===== src/rtl/tx_resp_arbiter.sv =====
// tx_resp_arbiter: round-robin arbiter feeding the write side of the TX async FIFO.
// Three REF_CLK-domain response sources (register read byte, 16-bit ALU result,
// UART error status) are granted one at a time. The granted payload is latched and
// written to the FIFO one byte per cycle, stalling while the FIFO is full.
// Ports:
//   clk, rst                 clock, asynchronous active-high reset
//   rd_valid/rd_data/rd_ready      register read response handshake (1 byte)
//   alu_valid/alu_data/alu_ready   ALU result handshake (2 bytes, low first)
//   err_valid/err_code/err_ready   error status handshake ({parity, framing})
//   fifo_full                FIFO write-side full flag
//   fifo_wdata, fifo_winc    FIFO write data and write strobe
//   busy                     registered, high while a payload is being sent
//   tx_count                 running count of bytes written, wraps silently
module tx_resp_arbiter #(
    parameter int unsigned DATA_WIDTH = 8,
    parameter int unsigned CNT_WIDTH  = 16
) (
    input  logic                    clk,
    input  logic                    rst,
    input  logic                    rd_valid,
    input  logic [DATA_WIDTH-1:0]   rd_data,
    output logic                    rd_ready,
    input  logic                    alu_valid,
    input  logic [2*DATA_WIDTH-1:0] alu_data,
    output logic                    alu_ready,
    input  logic                    err_valid,
    input  logic [1:0]              err_code,
    output logic                    err_ready,
    input  logic                    fifo_full,
    output logic [DATA_WIDTH-1:0]   fifo_wdata,
    output logic                    fifo_winc,
    output logic                    busy,
    output logic [CNT_WIDTH-1:0]    tx_count
);

    localparam int unsigned HOLD_W = 2 * DATA_WIDTH;

    typedef enum logic [1:0] {
        IDLE     = 2'd0,
        SEND_ONE = 2'd1,
        SEND_LO  = 2'd2,
        SEND_HI  = 2'd3
    } state_t;

    localparam logic [1:0] SRC_RD  = 2'd0;
    localparam logic [1:0] SRC_ALU = 2'd1;
    localparam logic [1:0] SRC_ERR = 2'd2;

    state_t              state_q, state_d;
    logic [HOLD_W-1:0]   hold_q;
    logic [1:0]          last_q;
    logic [CNT_WIDTH-1:0] cnt_q;
    logic                busy_q;
    logic [2:0]          req;
    logic [2:0]          gnt;

    assign req = {err_valid, alu_valid, rd_valid};

    // Round-robin grant: search starts at the source after the last one granted.
    always_comb begin
        gnt = 3'b000;
        if (state_q == IDLE && !rst) begin
            case (last_q)
                SRC_RD: begin
                    if      (req[1]) gnt = 3'b010;
                    else if (req[2]) gnt = 3'b100;
                    else if (req[0]) gnt = 3'b001;
                end
                SRC_ALU: begin
                    if      (req[2]) gnt = 3'b100;
                    else if (req[0]) gnt = 3'b001;
                    else if (req[1]) gnt = 3'b010;
                end
                default: begin
                    if      (req[0]) gnt = 3'b001;
                    else if (req[1]) gnt = 3'b010;
                    else if (req[2]) gnt = 3'b100;
                end
            endcase
        end
    end

    assign rd_ready  = gnt[0];
    assign alu_ready = gnt[1];
    assign err_ready = gnt[2];

    // Write strobe follows the state register, so an async reset kills it at once.
    assign fifo_winc  = (state_q != IDLE) && !fifo_full;
    assign fifo_wdata = (state_q == SEND_HI) ? hold_q[HOLD_W-1:DATA_WIDTH]
                                             : hold_q[DATA_WIDTH-1:0];
    assign busy       = busy_q;
    assign tx_count   = cnt_q;

    // Next-state decode.
    always_comb begin
        state_d = state_q;
        case (state_q)
            IDLE: begin
                if (gnt[1])                   state_d = SEND_LO;
                else if (gnt[0] || gnt[2])    state_d = SEND_ONE;
            end
            SEND_ONE: if (!fifo_full) state_d = IDLE;
            SEND_LO:  if (!fifo_full) state_d = SEND_HI;
            SEND_HI:  if (!fifo_full) state_d = IDLE;
            default:  state_d = IDLE;
        endcase
    end

    // State, payload hold, round-robin pointer and byte counter.
    always_ff @(posedge clk or posedge rst) begin
        if (rst) begin
            state_q <= IDLE;
            hold_q  <= '0;
            last_q  <= SRC_ERR;
            cnt_q   <= '0;
            busy_q  <= 1'b0;
        end else begin
            state_q <= state_d;
            busy_q  <= (state_d != IDLE);
            if (fifo_winc) cnt_q <= cnt_q + CNT_WIDTH'(1);
            if (gnt[0]) begin
                hold_q <= HOLD_W'(rd_data);
                last_q <= SRC_RD;
            end else if (gnt[1]) begin
                hold_q <= alu_data;
                last_q <= SRC_ALU;
            end else if (gnt[2]) begin
                hold_q <= HOLD_W'({6'b111000, err_code});
                last_q <= SRC_ERR;
            end
        end
    end

endmodule


===== config.mk =====
export PLATFORM = sky130hd
export DESIGN_NAME = tx_resp_arbiter
export DESIGN_NICKNAME = d
export VERILOG_FILES = /design/src/rtl/tx_resp_arbiter.sv
export SDC_FILE = /design/constraint.sdc
export NUM_CORES = 1
export LEC_CHECK = 0
export ABC_AREA = 0
export BUFFER_PORTS_ARGS = -buffer_cell sky130_fd_sc_hd__buf_2
export CAP_MARGIN = 25
export CORE_ASPECT_RATIO = 1.25
export CORE_MARGIN = 2
export CORE_UTILIZATION = 50
export CTS_CLUSTER_SIZE = 10
export DETAILED_ROUTE_END_ITERATION = 7
export PLACE_DENSITY = 0.8
export SYNTH_ARGS = -nofsm -noshare
export SYNTH_HDL_FRONTEND = slang
export SYNTH_SLANG_ARGS = --single-unit

===== constraint.sdc =====
create_clock -name clk -period 4.3 [get_ports clk]
set_clock_uncertainty 0.15 [all_clocks]
set_input_delay 0.215 -clock clk [delete_from_list [all_inputs] [get_ports clk]]
set_output_delay 0.215 -clock clk [all_outputs]
set_load 0.03 [all_outputs]

==> results of run 1 <==
[placed cells by master (no fill, tap or decap), drive strengths merged, types with 2 or more instances in the layout]
cell / count
o221a: 3
inv: 10
a32oi: 7
o21ai: 8
nand3: 8
xnor2: 9
dlygate4sd3: 3
buf: 62
nand4: 3
nand2b: 3
a22o: 8
o31ai: 2
nor2: 3
nand2: 17
clkbuf: 8
nor4: 2
o22ai: 2
dfrtp: 36
xor2: 6
nor3: 2
mux2: 8
[per-stage QoR]
step | power [mW] | area, µm² | utilization (%) | instances
after floorplan | 1.009 | 1783 | - | 151
after global placement | 1.158 | 2128 | 61.63 | 250
after detailed placement | 1.169 | 2136 | 61.85 | 251
after CTS | 1.406 | 2246 | 65.04 | 262
after global routing | 1.483 | 2246 | 65.04 | 262
final | 1.392 | 2246 | 65.04 | 262
[repair_timing]
action	4_1_cts	5_1_grt
endpoints found under the hold margin	14	0
hold buffers	3	0
setup endpoints to repair	0	0
[flip-flops by register name, summed over array words and instances, names as in the netlist]
name and cells:
busy 1, tx_count 16, hold_q 16, state_q 2, last_q 2
[kinds of logic after synthesis]
logic type,count (synthesis)
simple gates,45
flops,37
compound gates,34
xor+xnor,15
buf+inv,11
mux,8
fa+ha+maj,1
[power by group]
group	internal (mW)	switching [mW]	leakage [nW]	total [mW]
clock	0.115	0.114	0.0395	0.229
combinational	0.233	0.354	0.663	0.587
sequential	0.468	0.107	0.476	0.576
[critical path: cells and delay by family]
| family | cells | cell delay, ns |
|---|---|---|
| buf+inv | 4 | 1.13 |
| simple gates | 2 | 0.59 |
[per-layer routing]
layer	global-route usage, %	vias to the layer above
met1	24.76	693
met5	0	-
li1	-	692
met2	31.57	68
met4	6.718	0
met3	5.119	6
[cell type report]
| type | instances | area (µm²) | area share, % |
|---|---|---|---|
| Sequential cell | 37 | 927.1 | 41.28 |
| Timing Repair Buffer | 65 | 345.3 | 15.38 |
| Inverter | 10 | 37.54 | 1.671 |
| Tap cell | 39 | 48.80 | 2.173 |
| Clock buffer | 8 | 80.08 | 3.565 |
| Multi-Input combinational cell | 103 | 807.0 | 35.93 |
[worst paths after layout]
kind	startpoint	end	slack [ns]	depth (start not counted)
max in group asynchronous	rst	last_q[1]	2.90	4
worst max-delay path	rst	alu_ready	2.00	6
worst min-delay path	alu_data[11]	hold_q[11]	0.005	2
min in group asynchronous	rst	busy	0.37	3
worst min register to register	tx_count[15]	tx_count[15]	0.32	1
worst max register to register	state_q[1]	hold_q[3]	2.46	5
==> impl_results.html, run 1 <==
<table>
<tr><th>Metric</th><th>Value</th></tr>
<tr><th colspan="2">Synthesis</th></tr>
<tr><td>FF+latch count, synth</td><td>37</td></tr>
<tr><td>Multiplexer area fraction after synthesis</td><td>slightly above 5%</td></tr>
<tr><td>Largest cells by area after synthesis</td><td>sky130_fd_sc_hd__dfrtp_1, sky130_fd_sc_hd__mux2_2, sky130_fd_sc_hd__xnor2_1</td></tr>
<tr><td>Number of enable flip-flop cells after synthesis</td><td>0</td></tr>
<tr><td>Count of distinct cell types in the synthesized netlist</td><td>39</td></tr>
<tr><td>Simple-gate share of the synthesized area</td><td>16.28%</td></tr>
<tr><td>Register area share after synthesis</td><td>between 50% and 60%</td></tr>
<tr><td>Synth Net Count</td><td>184</td></tr>
<tr><td>Syn Inst Count</td><td>151</td></tr>
<tr><td>Share of async-settable or async-resettable flops after synthesis</td><td>100.0%</td></tr>
<tr><td>Most used standard cell by instance count after synthesis</td><td>sky130_fd_sc_hd__dfrtp_1</td></tr>
<tr><td>Complex-gate fraction of the synthesized area</td><td>roughly 16%</td></tr>
<tr><td>Synth area leader</td><td>sky130_fd_sc_hd__dfrtp_1</td></tr>
<tr><td>Largest family of logic cells by synthesized area</td><td>simple AND/OR/NAND/NOR gates</td></tr>
<tr><td>Share of the synthesized area in the top cell type</td><td>50.53%</td></tr>
<tr><td>Mean Syn Cell Area</td><td>between 10 and 15 µm²</td></tr>
<tr><td>Yosys synthesis warning count</td><td>0</td></tr>
<tr><td>Most instantiated cells after synthesis</td><td>sky130_fd_sc_hd__dfrtp_1, sky130_fd_sc_hd__nand2_1, sky130_fd_sc_hd__inv_1, sky130_fd_sc_hd__xnor2_1</td></tr>
<tr><td>Post-synthesis instance area</td><td>1783 µm²</td></tr>
<tr><td>Area share of fa/ha/maj cells after synthesis</td><td>less than 1%</td></tr>
<tr><td>Most common flop cell mapped by yosys</td><td>sky130_fd_sc_hd__dfrtp_1</td></tr>
<tr><td>Post-synthesis share of cell area spent on xor and xnor gates</td><td>roughly 7.4%</td></tr>
<tr><th colspan="2">CTS</th></tr>
<tr><td>Maximum clock path buffer count</td><td>2</td></tr>
<tr><td>Total CTS buffers</td><td>5</td></tr>
<tr><td>CTS H-tree lvls</td><td>2</td></tr>
<tr><td>CTS tree</td><td>built</td></tr>
<tr><td>CTS clk-pin slew, worst paths</td><td>0.07 ns</td></tr>
<tr><td>Clock Sink Count</td><td>37</td></tr>
<tr><td>Clock network latency to the later pin of the worst-skew pair</td><td>0.28 ns</td></tr>
<tr><td>Root Driver</td><td>sky130_fd_sc_hd__clkbuf_8</td></tr>
<tr><td>Post-CTS resize count</td><td>0</td></tr>
<tr><td>Post-CTS setup-driven buffer insertion count</td><td>0</td></tr>
<tr><th colspan="2">Setup path</th></tr>
<tr><td>Delay of the slowest cell on the worst path</td><td>between 0.5 and 0.6 ns</td></tr>
<tr><td>Type of the worst setup path</td><td>in2out</td></tr>
<tr><td>Cell repeated most along the worst path</td><td>sky130_fd_sc_hd__buf_2</td></tr>
<tr><td>Crit start category</td><td>input pin</td></tr>
<tr><td>Slowest cell on crit path</td><td>sky130_fd_sc_hd__dlygate4sd3_1</td></tr>
<tr><td>Data arrival time at the worst-slack endpoint</td><td>1.94 ns</td></tr>
<tr><td>Worst Path Max Fanout</td><td>10</td></tr>
<tr><td>Worst path required time</td><td>just under 4 ns</td></tr>
<tr><td>Cell Chain, Critical Path</td><td>dlygate4sd3_1, buf_2, nor3_4, nand3_2, inv_2, buf_2</td></tr>
<tr><td>Type of destination of the critical path</td><td>output port</td></tr>
<tr><th colspan="2">Die</th></tr>
<tr><td>Core region area</td><td>around 3500 µm²</td></tr>
<tr><td>Initial Utilization</td><td>between 50% and 60%</td></tr>
<tr><td>Chip width</td><td>between 50 and 60 µm</td></tr>
<tr><td>DIE HEIGHT</td><td>just over 70 µm</td></tr>
<tr><td>Placement row count</td><td>24</td></tr>
<tr><td>Die ar.</td><td>slightly above 4000 µm²</td></tr>
<tr><td>IO Pins</td><td>61</td></tr>
<tr><th colspan="2">Drt</th></tr>
<tr><td>Wirelength, routed</td><td>3629 µm</td></tr>
<tr><td>Total vias in the final route</td><td>about 1500</td></tr>
<tr><td>DRC violation total after the first TritonRoute iteration</td><td>56</td></tr>
<tr><td>Router iterations before antenna repair</td><td>4</td></tr>
<tr><td>Met2 Routed Length</td><td>between 1500 and 2000 µm</td></tr>
<tr><td>Wire per inst</td><td>13.85 µm</td></tr>
<tr><td>Count of antenna-violating nets left after detailed routing</td><td>0</td></tr>
<tr><td>Routed vias/inst</td><td>approximately 5.6</td></tr>
<tr><td>Remaining design rule violation count</td><td>0</td></tr>
<tr><td>Highest routed metal layer</td><td>met4</td></tr>
<tr><td>Met1 wire length</td><td>between 1500 and 2000 µm</td></tr>
<tr><td>Routed met3 length</td><td>approximately 280 µm</td></tr>
<tr><th colspan="2">Timing</th></tr>
<tr><td>Max transition margin</td><td>between 60% and 70%</td></tr>
<tr><td>TNS Setup</td><td>0 ns</td></tr>
<tr><td>Slew at the pin with the worst max-slew slack</td><td>0.4696 ns</td></tr>
<tr><td>Fmax</td><td>between 0.4 and 0.5 GHz</td></tr>
<tr><td>Worst-case hold slack</td><td>approximately 0.0053 ns</td></tr>
<tr><td>Unrepaired setup endpoints after global routing</td><td>no</td></tr>
<tr><td>Post-layout worst setup margin</td><td>around 2.0 ns</td></tr>
<tr><td>Minimum clock period</td><td>approximately 2.3 ns</td></tr>
<tr><td>Final count of negative-setup-slack endpoints</td><td>0</td></tr>
<tr><td>Hold Fails Final Rpt</td><td>0</td></tr>
<tr><td>Number of max-slew violations in the final report</td><td>0</td></tr>
<tr><td>Final Cycle Share</td><td>approximately 54%</td></tr>
<tr><th colspan="2">Pwr</th></tr>
<tr><td>Worst-case vdd ir drop</td><td>roughly 0.53 mV</td></tr>
<tr><td>Power per unit of standard cell area</td><td>between 600 and 700 nW/µm²</td></tr>
<tr><td>Leakage power figure</td><td>1.179 nW</td></tr>
<tr><th colspan="2">Layout</th></tr>
<tr><td># fillers</td><td>between 200 and 300</td></tr>
<tr><td>Synth-to-layout area growth</td><td>25.96%</td></tr>
<tr><td>Antenna diodes</td><td>0</td></tr>
<tr><td>Ratio of cells with drive above 1 in the final layout</td><td>39.91%</td></tr>
<tr><td>Nets</td><td>255</td></tr>
<tr><th colspan="2">Global route</th></tr>
<tr><td>GRT Util Overall</td><td>roughly a fifth</td></tr>
<tr><td>Total congestion overflow</td><td>0</td></tr>
<tr><td>Global-route wire length before repair</td><td>between 6000 and 7000 µm</td></tr>
<tr><td>Pin count of the biggest net entering global routing</td><td>26</td></tr>
<tr><td>Number of global-route vias before repair</td><td>about 1400</td></tr>
<tr><td>Antenna violations before repair</td><td>0</td></tr>
<tr><th colspan="2">Placement</th></tr>
<tr><td>Hpwl dp</td><td>2755 µm</td></tr>
<tr><td>Placement-stage worst setup slack</td><td>approximately 2.3 ns</td></tr>
<tr><td>Final weighted congestion in routability-driven placement</td><td>roughly 0.88</td></tr>
<tr><td>Number of I/O port buffers</td><td>60</td></tr>
<tr><th colspan="2">Flow run</th></tr>
<tr><td>Max capacitance violation total</td><td>0</td></tr>
<tr><th colspan="2">Hold path</th></tr>
<tr><td>Worst hold path class</td><td>in2reg</td></tr>
<tr><th colspan="2">Outcome</th></tr>
<tr><td>Status</td><td>finished, final reports clean</td></tr>
</table>
(Power assumes the default switching activity.)
==> run 2: changes to the inputs <==
--- a/config.mk
+++ b/config.mk
@@ -10,10 +10,10 @@
 export CAP_MARGIN = 25
 export CORE_ASPECT_RATIO = 1.25
 export CORE_MARGIN = 2
-export CORE_UTILIZATION = 50
+export CORE_UTILIZATION = 49
 export CTS_CLUSTER_SIZE = 10
 export DETAILED_ROUTE_END_ITERATION = 7
-export PLACE_DENSITY = 0.8
+export PLACE_DENSITY = 0.78
 export SYNTH_ARGS = -nofsm -noshare
 export SYNTH_HDL_FRONTEND = slang
 export SYNTH_SLANG_ARGS = --single-unit
==> constraint.sdc (replaced) <==
create_clock -name clk -period 2.22 [get_ports clk]
set_clock_uncertainty 0.15 [all_clocks]
set_input_delay 0.111 -clock clk [delete_from_list [all_inputs] [get_ports clk]]
set_output_delay 0.111 -clock clk [all_outputs]
set_load 0.03 [all_outputs]
==> run 2 against run 1 <==
Net effect: utilization increased by 10 points; register-to-register slack got worse by 2.2 ns; global-route usage is 2.8 points higher; combinational power rose by 110%; critical endpoint unchanged.
==> impl_results.html, run 2 (synthesis gave the netlist of run 1 again) <==
<table>
<tr><th>Metric</th><th>Value</th></tr>
<tr><th colspan="2">Pwr</th></tr>
<tr><td>Switching component of the power</td><td>1.178 mW (+100%)</td></tr>
<tr><td>Total power after layout</td><td>3.067 mW (+120%)</td></tr>
<tr><td>Part of the power in registers</td><td>36.1% (-5.3 points)</td></tr>
<tr><td>Share of power burned in the clock network</td><td>22.8% (+6.4 points)</td></tr>
<tr><td>Leakage power figure</td><td>1.352 nW (+15%)</td></tr>
<tr><td>Switch share</td><td>38.41% (-2.9 points)</td></tr>
<tr><td>Part of the power in combinational logic</td><td>41.1% (-1.1 points)</td></tr>
<tr><td>Worst-case vdd ir drop</td><td>1.041 mV (+95%)</td></tr>
<tr><td>Internal power</td><td>1.889 mW (+130%)</td></tr>
<tr><td>Power per unit of standard cell area</td><td>1168 nW/µm² (+88%)</td></tr>
<tr><th colspan="2">Setup path</th></tr>
<tr><td>Crit start category</td><td>input pin</td></tr>
<tr><td>Cell family with the largest share of critical-path delay</td><td>buffers and inverters</td></tr>
<tr><td>Slowest cell on crit path</td><td>sky130_fd_sc_hd__dlygate4sd3_1</td></tr>
<tr><td>Cell repeated most along the worst path</td><td>sky130_fd_sc_hd__buf_2</td></tr>
<tr><td>Cell Chain, Critical Path</td><td>dlygate4sd3_1, buf_2, nor2b_1, o22ai_1, nand3_2, inv_4, buf_2</td></tr>
<tr><td>Delay of the slowest cell on the worst path</td><td>0.55 ns (+0.02 ns)</td></tr>
<tr><td>Type of the worst setup path</td><td>in2out</td></tr>
<tr><td>Data arrival time at the worst-slack endpoint</td><td>1.83 ns (-0.11 ns)</td></tr>
<tr><td>Worst Path Max Fanout</td><td>10 (unchanged)</td></tr>
<tr><td>Critical path buffer and inverter count</td><td>4 (unchanged)</td></tr>
<tr><td>Type of destination of the critical path</td><td>output port</td></tr>
<tr><td>Worst path required time</td><td>1.96 ns (-1.97 ns)</td></tr>
<tr><th colspan="2">Layout</th></tr>
<tr><td>Multi-input combinational cell area</td><td>807.0 µm² (unchanged)</td></tr>
<tr><td># fillers</td><td>232 (-16%)</td></tr>
<tr><td>Finished Core Util</td><td>75.40% (+10 points)</td></tr>
<tr><td>Synth-to-layout area growth</td><td>47.30%</td></tr>
<tr><td>Nets</td><td>289 (+13%)</td></tr>
<tr><td>Ratio of cells with drive above 1 in the final layout</td><td>38.91% (-1.0 points)</td></tr>
<tr><td>Most frequent cells in the layout</td><td>sky130_fd_sc_hd__buf_2, sky130_fd_sc_hd__dfrtp_1, sky130_fd_sc_hd__dlygate4sd3_1</td></tr>
<tr><td>Commonest non-fill, non-tap cell in the layout</td><td>sky130_fd_sc_hd__buf_2</td></tr>
<tr><td>Antenna diodes</td><td>0 (unchanged)</td></tr>
<tr><td>FF/Latch Area</td><td>927.1 µm² (unchanged)</td></tr>
<tr><th colspan="2">CTS</th></tr>
<tr><td>Maximum clock path buffer count</td><td>2 (unchanged)</td></tr>
<tr><td>CTS H-tree lvls</td><td>2 (unchanged)</td></tr>
<tr><td>Clock Sink Count</td><td>37 (unchanged)</td></tr>
<tr><td>CTS tree</td><td>built</td></tr>
<tr><td>Total CTS buffers</td><td>5 (unchanged)</td></tr>
<tr><td>Root Driver</td><td>sky130_fd_sc_hd__clkbuf_8</td></tr>
<tr><td>CTS clk-pin slew, worst paths</td><td>0.08 ns (about the same)</td></tr>
<tr><td>Clock network latency to the later pin of the worst-skew pair</td><td>0.29 ns (about the same)</td></tr>
<tr><th colspan="2">Die</th></tr>
<tr><td>Die ar.</td><td>4140 µm² (+1.9%)</td></tr>
<tr><td>IO Pins</td><td>61 (unchanged)</td></tr>
<tr><td>Placement row count</td><td>24 (unchanged)</td></tr>
<tr><td>Chip width</td><td>57.96 µm (+0.95%)</td></tr>
<tr><td>DIE HEIGHT</td><td>71.44 µm (+0.95%)</td></tr>
<tr><td>Initial Utilization</td><td>51.19% (-0.45 points)</td></tr>
<tr><td>Core region area</td><td>3483 µm² (+0.87%)</td></tr>
<tr><th colspan="2">Global route</th></tr>
<tr><td>Antenna violations before repair</td><td>0 (unchanged)</td></tr>
<tr><td>Global-route wire length before repair</td><td>7031 µm (+12%)</td></tr>
<tr><td>Pin count of the biggest net entering global routing</td><td>22 (-15%)</td></tr>
<tr><td>GRT Util Overall</td><td>22.16% (+2.8 points)</td></tr>
<tr><td>Number of global-route vias before repair</td><td>1578 (+11%)</td></tr>
<tr><td>Total congestion overflow</td><td>0 (unchanged)</td></tr>
<tr><th colspan="2">Hold path</th></tr>
<tr><td>Worst hold path class</td><td>in2reg</td></tr>
<tr><th colspan="2">Timing</th></tr>
<tr><td>Minimum clock period</td><td>2.088 ns</td></tr>
<tr><td>Hold Fails Final Rpt</td><td>0 (unchanged)</td></tr>
<tr><td>Max transition margin</td><td>72.76% (+4.1 points)</td></tr>
<tr><td>Final count of negative-setup-slack endpoints</td><td>0 (unchanged)</td></tr>
<tr><td>Worst-case hold slack</td><td>0.03405 ns (+0.02879 ns)</td></tr>
<tr><td>Final Cycle Share</td><td>between 90 and 100%</td></tr>
<tr><td>Post-layout worst setup margin</td><td>0.1324 ns (-1.863 ns)</td></tr>
<tr><td>Slew at the pin with the worst max-slew slack</td><td>0.4061 ns (-0.06349 ns)</td></tr>
<tr><td>TNS Setup</td><td>0 ns (unchanged)</td></tr>
<tr><td>Fmax</td><td>around 0.48 GHz</td></tr>
<tr><td>Number of max-slew violations in the final report</td><td>0 (unchanged)</td></tr>
<tr><th colspan="2">Drt</th></tr>
<tr><td>Router iterations before antenna repair</td><td>5 (+1)</td></tr>
<tr><td>Wire per inst</td><td>14.45 µm (+4.3%)</td></tr>
<tr><td>Total vias in the final route</td><td>1539 (+5.5%)</td></tr>
<tr><td>DRC violation total after the first TritonRoute iteration</td><td>39 (-30%)</td></tr>
<tr><td>Remaining design rule violation count</td><td>0 (unchanged)</td></tr>
<tr><td>Wirelength, routed</td><td>4278 µm (+18%)</td></tr>
<tr><td>Count of antenna-violating nets left after detailed routing</td><td>0 (unchanged)</td></tr>
<tr><td>Routed vias/inst</td><td>5.199 (-6.6%)</td></tr>
<tr><th colspan="2">Flow run</th></tr>
<tr><td>Max capacitance violation total</td><td>0 (unchanged)</td></tr>
<tr><th colspan="2">Placement</th></tr>
<tr><td>Placement-stage worst setup slack</td><td>0.3669 ns (-1.978 ns)</td></tr>
<tr><td>Number of I/O port buffers</td><td>60 (unchanged)</td></tr>
<tr><td>Final weighted congestion in routability-driven placement</td><td>0.7674 (-12%)</td></tr>
<tr><td>Hpwl dp</td><td>2845 µm (+3.3%)</td></tr>
<tr><th colspan="2">Outcome</th></tr>
<tr><td>Status</td><td>finished, final reports clean</td></tr>
</table>
==> run 2: cell count changes in the layout (fill, tap and decap cells not counted), sizes merged <==
cell	before	now
inv	10	11
dlygate4sd3	3	29
buf	62	70
bufinv	0	2
clkbuf	8	5
==> run 2: layer usage <==
metal  vias up  part of all wire, %  global-route usage [%]
li1        763                    -                       -
met2        41                   51                   36.24
met1       728                   43                   28.38
met5         -                    0                       0
met3         7                  4.4                   4.693
met4         0                  1.4                   9.302
==> run 2: path summary, 6_finish.rpt <==
check / start / endpoint / slack [ns] / cells past startpoint
max: err_valid / alu_ready / 0.13 / 7
min: rd_valid / last_q[1] / 0.03 / 4
max reg2reg: last_q[0] / hold_q[0] / 0.24 / 5
min reg2reg: tx_count[15] / tx_count[15] / 0.32 / 1
max in group asynchronous: rst / last_q[1] / 1.35 / 4
min in group asynchronous: rst / tx_count[13] / 0.28 / 4
==> run 2: through the flow <==
step / instances / instance area [µm²]
2_1_floorplan: 151 / 1783
3_3_place_gp: 252 / 2143
3_5_place_dp: 252 / 2143
4_1_cts: 289 / 2571
5_1_grt: 296 / 2626
6_report: 296 / 2626
==> run 2: what timing repair did <==
| item | in CTS | in global routing |
|---|---|---|
| resized for setup | 0 | 1 |
| setup endpoints to repair | 0 | 1 |
| hold buffers | 29 | 0 |
| endpoints found under the hold margin | 57 | 0 |
| buffers inserted | 0 | 7 |
==> run 2: worst reg2reg max path: stages (launching register included) <==
cell	delay, ns
sky130_fd_sc_hd__dfrtp_1	0.38
sky130_fd_sc_hd__and2b_1	0.23
sky130_fd_sc_hd__o21ai_2	0.31
sky130_fd_sc_hd__a32oi_1	0.12
sky130_fd_sc_hd__dlygate4sd3_1	0.60
sky130_fd_sc_hd__o21ai_1	0.13
==> run 2: layout make-up <==
cell class / count / share of cell area, %
flip-flops and latches: 37 / 35.30
multi-input cells: 103 / 30.73
repair buffers: 99 / 25.35
clock buffers: 5 / 2.620
clock inverters: 3 / 2.620
well taps: 39 / 1.858
inverters: 10 / 1.525
==> run 2: power groups by stage <==
stage	Combinational, mW	Clock, mW	Sequential (mW)
2_1_floorplan	0.778	0	1.18
3_3_place_gp	1.14	0	1.10
3_5_place_dp	1.15	0	1.11
4_1_cts	1.21	0.716	1.10
5_1_grt	1.37	0.743	1.14
6_report	1.26	0.700	1.11
